===== src/rtl/serial_adder_pkg.sv =====
// serial_adder_pkg: shared state encoding and default operand width
package serial_adder_pkg;
  typedef enum logic [1:0] {IDLE, SHIFT, DONE} state_t;
  localparam int DEFAULT_WIDTH = 8;
endpackage


===== src/rtl/serial_adder_fa_cell.sv =====
// fa_cell: one-bit full adder used by the serial datapath
module fa_cell (
  input  logic x,
  input  logic y,
  input  logic ci,
  output logic s,
  output logic co
);
  assign s  = x ^ y ^ ci;
  assign co = (x & y) | (ci & (x ^ y));
endmodule


===== src/rtl/serial_adder.sv =====
// serial_adder: bit-serial add/subtract, LSB first, one bit per clock
module serial_adder
  import serial_adder_pkg::*;
#(
  parameter int WIDTH = DEFAULT_WIDTH
) (
  input  logic             clk,
  input  logic             rst_n,
  input  logic             start,
  input  logic [WIDTH-1:0] a,
  input  logic [WIDTH-1:0] b,
  input  logic             cin,
  input  logic             sub,
  output logic             busy,
  output logic             done,
  output logic [WIDTH-1:0] sum,
  output logic             cout,
  output logic             ovf
);
  localparam int CW = $clog2(WIDTH + 1);
  state_t           state_q, state_d;
  logic [WIDTH-1:0] a_q, a_d, b_q, b_d, acc_q, acc_d, sum_q, sum_d, acc_nxt;
  logic [CW-1:0]    cnt_q, cnt_d;
  logic             c_q, c_d, cout_q, cout_d, ovf_q, ovf_d, s, co;
  fa_cell u_fa (.x(a_q[0]), .y(b_q[0]), .ci(c_q), .s(s), .co(co));
  // each new sum bit lands at its own position so sum never sees a partial value
  assign acc_nxt = acc_q | (WIDTH'(s) << cnt_q);
  assign busy    = state_q != IDLE;
  assign done    = state_q == DONE;
  assign sum     = sum_q;
  assign cout    = cout_q;
  assign ovf     = ovf_q;
  // next state: capture operands in IDLE, consume one bit per SHIFT cycle, publish on the last
  always_comb begin
    state_d = state_q;
    a_d     = a_q;
    b_d     = b_q;
    c_d     = c_q;
    cnt_d   = cnt_q;
    acc_d   = acc_q;
    sum_d   = sum_q;
    cout_d  = cout_q;
    ovf_d   = ovf_q;
    case (state_q)
      IDLE: if (start) begin
        state_d = SHIFT;
        a_d     = a;
        b_d     = sub ? ~b : b;
        c_d     = sub | cin;
        cnt_d   = '0;
        acc_d   = '0;
      end
      SHIFT: begin
        a_d   = a_q >> 1;
        b_d   = b_q >> 1;
        c_d   = co;
        cnt_d = cnt_q + CW'(1);
        acc_d = acc_nxt;
        if (cnt_q == CW'(WIDTH - 1)) begin
          state_d = DONE;
          sum_d   = acc_nxt;
          cout_d  = co;
          ovf_d   = c_q ^ co;
        end
      end
      default: state_d = IDLE;
    endcase
  end
  // state and datapath registers, cleared asynchronously
  always_ff @(posedge clk or negedge rst_n) begin
    if (!rst_n) begin
      state_q <= IDLE;
      a_q     <= '0;
      b_q     <= '0;
      c_q     <= 1'b0;
      cnt_q   <= '0;
      acc_q   <= '0;
      sum_q   <= '0;
      cout_q  <= 1'b0;
      ovf_q   <= 1'b0;
    end else begin
      state_q <= state_d;
      a_q     <= a_d;
      b_q     <= b_d;
      c_q     <= c_d;
      cnt_q   <= cnt_d;
      acc_q   <= acc_d;
      sum_q   <= sum_d;
      cout_q  <= cout_d;
      ovf_q   <= ovf_d;
    end
  end
endmodule


===== config.mk =====
export PLATFORM = sky130hd
export DESIGN_NAME = serial_adder
export DESIGN_NICKNAME = d
export VERILOG_FILES = /design/src/rtl/serial_adder_pkg.sv /design/src/rtl/serial_adder_fa_cell.sv /design/src/rtl/serial_adder.sv
export SDC_FILE = /design/constraint.sdc
export NUM_CORES = 1
export LEC_CHECK = 0
export CORE_MARGIN = 5
export CORE_UTILIZATION = 35
export CTS_CLUSTER_DIAMETER = 100
export DETAILED_ROUTE_END_ITERATION = 6
export PLACE_DENSITY_LB_ADDON = 0.05
export SLEW_MARGIN = 20
export SYNTH_ARGS = -nofsm -noshare
export SYNTH_HDL_FRONTEND = slang
export SYNTH_SLANG_ARGS = --single-unit

===== constraint.sdc =====
create_clock -name clk -period 2.1 [get_ports clk]
set_clock_uncertainty 0.05 [all_clocks]
set_input_delay 0.21 -clock clk [delete_from_list [all_inputs] [get_ports clk]]
set_output_delay 0.21 -clock clk [all_outputs]
set_load 0.05 [all_outputs]

# After elaboration in Yosys (flattened, before gate mapping)
# Cells that the tools add are included.
[totals] register_bits=41 out_inout_bits=12 in_bits=21
[classes] muxes=14 n_reduce_logical=6 addsub=1 eq_ne=5 n_shift=1 bitwise_logic=9
[op_table] op="$pmux 8 s2" count=3
[op_table] op="$mux 8" count=4
[op_table] op="$not 8->8" count=1
[op_table] op="$or 8x8->8" count=1
[op_table] op="$pmux 4 s2" count=1
[op_table] op="$shl 1x4->8" count=1
[op_table] op="$reduce_and 2->1" count=3
[op_table] op="$add 4x1->4 const B" count=1
[op_table] op="$eq 4x3->1 const B" count=1
[op_table] op="$mux 2" count=2
[op_table] op="$mux 4" count=1
[op_table] op="$ne 2x2->1 const B" count=2
[op_table] op="$pmux 2 s2" count=1
[op_table] op="$reduce_bool 2->1" count=2
[op_table] op="$xor 1x1->1" count=3
[op_table] op="$and 1x1->1" count=2
[op_table] op="$eq 2x1->1 const B" count=1
[op_table] op="$eq 2x2->1 const B" count=1
[op_table] op="$logic_not 2->1" count=1
[op_table] op="$or 1x1->1" count=2
[op_table] op="$pmux 1 s2" count=1
[op_table] op="$mux 1" count=1

# Logic depth before layout (Yosys ltp)
[depth] ltp_word=5 ltp_mapped=6 ltp_nobuf=5

# Modules after synthesis
# From an unflattened synthesis, not the netlist that was laid out.
[unflattened] cells_unflattened=171 area_unflattened_um2=1860.5
[modules_own_cells] module="serial_adder" area_per_inst_um2=1840.5 seq_area_each_um2=1026.0 cells_per_inst=170 n_inst=1
[modules_own_cells] module="fa_cell" area_per_inst_um2=20.0 seq_area_each_um2=0.0 cells_per_inst=1 n_inst=1

# Worst setup path before layout
# No wires, ideal clock.
[synth_timing] kind="reg2out" from="reg state_q[1]" to="out done" t_arrival_ns=1.617 stages_incl_launch_ff=4 n_path_buf=2 slack_ns=0.223 t_required_ns=1.840 cell_sequence="dfrtp_1 buf_2 clkbuf_1 nor2b_1"
[synth_between] elab_chain_cells=1
[synth_lines] item="start: declaration" line_no="serial_adder.sv:21" rtl="state_t state_q, state_d;"
[synth_lines] item="start signal: assignment" line_no="serial_adder.sv:82" rtl="state_q <= state_d;"
[synth_lines] item="$eq 2x2->1" line_no="serial_adder.sv:29" rtl="assign done = state_q == DONE;"
[synth_lines] item="end: declaration" line_no="serial_adder.sv:15" rtl="output logic done,"
# No other way between the ends.

# Worst setup path after layout
# Same ends and word-level chain as after synthesis.

==> run metrics <==
crit path cell chain buf_4 > nor2b_1 > buf_12; FP Rows 27; FILL cells 539; Iter 0 DRT Violations 62; worst-skew pair later-pin latency 0.29 ns; IO Port Bufs 32; routed wire length 4.844 mm; outcome completed; drt wl/cell 16.26 um; Layout area overhead 26.24%; worst slew pin tran 0.6123 ns; core area 5540 um^2; DP HPWL 3.474 mm; Slew HR 59.10%; Async SR Flop Fraction 100.0%; Final ANT Viol Nets 0; Final Critical Period 1.828 ns; Worst Path Class, Setup flop to output pin; synthesized flop and latch total 41; CTS tree built; Crit-path slowest cell dfrtp_1; DIE AREA 7381 um^2; clock root cell clkbuf_8; maximum clock insertion buffer count 2; Post-synth top flop dfrtp_1; crit path DAT 1.57 ns; most frequent cells in the layout 41 x dfrtp_1, 29 x clkdlybuf4s50_1, 21 x a21oi_1; PD cells 1517 nW/um^2; CP Capture Type output pin; Num CTS Buffers 5; pin count of the biggest net entering global routing 21; Critical Path Start Type flop; Avg Inst Size Synth 10.67 um^2; Slew Limit Fails 0; commonest non-fill, non-tap cell in the layout dfrtp_1; Vias 1,586; met1 GRT Util 18.66%; max cap viols 0; worst r2r src c_q; detailed-route DRC error count 0; GRT overflow 0; top cells by area, synth dfrtp_1 51%, a21oi_1 5.2%, nor2b_1 3.7%, xnor2_1 3.5%, a22oi_1 3.3%; global route hottest layer met2; Finish-stage setup viols 0; Req. time, crit path 1.84 ns; endpoints failing hold 0; Crit Path Max Fanout 16; Max Fclk 0.5470 GHz; Via density 5.322; M2 GR Usage 22.70%; chip height 85.91 um; sum of negative setup slack 0 ns; Antenna diodes 0; Initial Utilization 36.40%; unrepaired setup endpoints after global routing false; buffer and inverter count on the worst path 2; VDD IR max 672.0 uV; Netlist cell types 38; Num Clock Sinks 41; initial antenna violation count 0; period utilisation layout 87.06%; Synth warnings 0; Layout Cells excl Fill 298; clock-pin slew on the worst setup and hold paths 0.08 ns; met3 Usage GRT 3.746%; reg2reg end sum[5]; Top Ports 33; crit-path max cell delay 0.56 ns; family with the most delay on the worst path flip-flops; vias in the first global route 1,624; LEAKAGE 1.064 nW; total chip power 3.863 mW; mapped cell area 2017 um^2; setup repair bufs after CTS 0; Synthesized Nets 212; post-synthesis sequential area ratio 50.87%; first-pass GRT wire length 8.273 mm; worst r2r path cells 5; Die W 85.91 um; DR pass1 iterations 4; hold crit path type input port to async pin; Mapped Cells 189; setup slack after layout 0.2717 ns; Place WS 0.1680 ns; Yosys top cell area share 50.87%; Inst Count DP 289; final hold slack 0.3441 ns; EDFF count, synth 0; routability cong. 0.7434; CTS-repair resized insts 0; Nets 248; area leader, netlist dfrtp_1; reg2reg setup slack 0.30 ns; H-Tree Depth 2; global-route usage over all layers 14.03%; layout cells sized above 1 13.72%
-- synthesized netlist by cell type, types with 4 or more instances --
| library cell | instances |
|---|---|
| nor2_1 | 9 |
| o21ai_0 | 10 |
| mux2_4 | 4 |
| clkbuf_1 | 4 |
| o32ai_1 | 6 |
| a31oi_1 | 4 |
| inv_1 | 9 |
| a22oi_1 | 9 |
| xnor2_1 | 8 |
| nand2_1 | 4 |
| buf_2 | 10 |
| a221o_1 | 6 |
| a21oi_1 | 21 |
| dfrtp_1 | 41 |
| nor2b_1 | 12 |
| a22o_1 | 4 |
-- cell families after synthesis --
logic type / count (synthesis) / share of synthesized area, %
AOI/OAI and AO/OA: 68 / 23.08
DFF: 41 / 50.87
and+or+nand+nor: 38 / 10.42
buffers and inverters: 25 / 6.017
xor gates and xnor gates: 9 / 3.908
muxes: 6 / 4.094
adders and majority gates: 2 / 1.613
-- per-layer routing --
metal  part of all wire (%)  vias up  wire length [um]
met4                   0.52        0                25
met3                    5.4        2               261
met2                     48       40              2303
li1                       -      752                 -
met1                     47      792              2254
met5                      0        -                 0
-- registers in the layout (all words and copies together) (netlist names) --
name,count
ovf,1
cout,1
b_q,8
cnt_q,4
acc_q,8
state_q,2
sum,8
c_q,1
a_q,8
-- cell type report --
cell class                 instances  area, um^2  area share, %
sequential                        41        1026          40.29
tap                               72       90.09          3.538
multi-input combinational        123       869.6          34.15
clock buffer                       5       68.82          2.703
inverter                           9       33.78          1.327
clock inverter                     3       22.52         0.8845
timing repair buffer              45       435.4          17.10
-- repair_timing --
action,in CTS,in global routing
endpoints found under the setup margin,0,0
hold buffers,1,0
endpoints found under the hold margin,18,0
-- worst max-delay path by stage --
stage                     from      to  cells after the start  slack, ns
floorplan           state_q[1]    done                      3       0.22
global placement         start  a_q[3]                      5       0.24
global route        state_q[1]    done                      3       0.13
CTS                 state_q[1]    done                      3       0.25
detailed placement       start  a_q[2]                      5       0.17
finish              state_q[1]    done                      3       0.27
-- where the power goes --
group | internal [mW] | switching (mW) | total (mW)
Combinational | 0.837 | 1.13 | 1.97
Clock | 0.236 | 0.280 | 0.516
Sequential | 1.12 | 0.256 | 1.38
Total | 2.20 | 1.67 | 3.86
-- through the flow --
step                      utilization (%)  area, um^2
after floorplan                         -        2017
after global routing                45.96        2546
after global placement              44.13        2445
after CTS                           45.96        2546
final                               45.96        2546
after detailed placement            44.13        2445
Power figures use the tool's default switching activity.
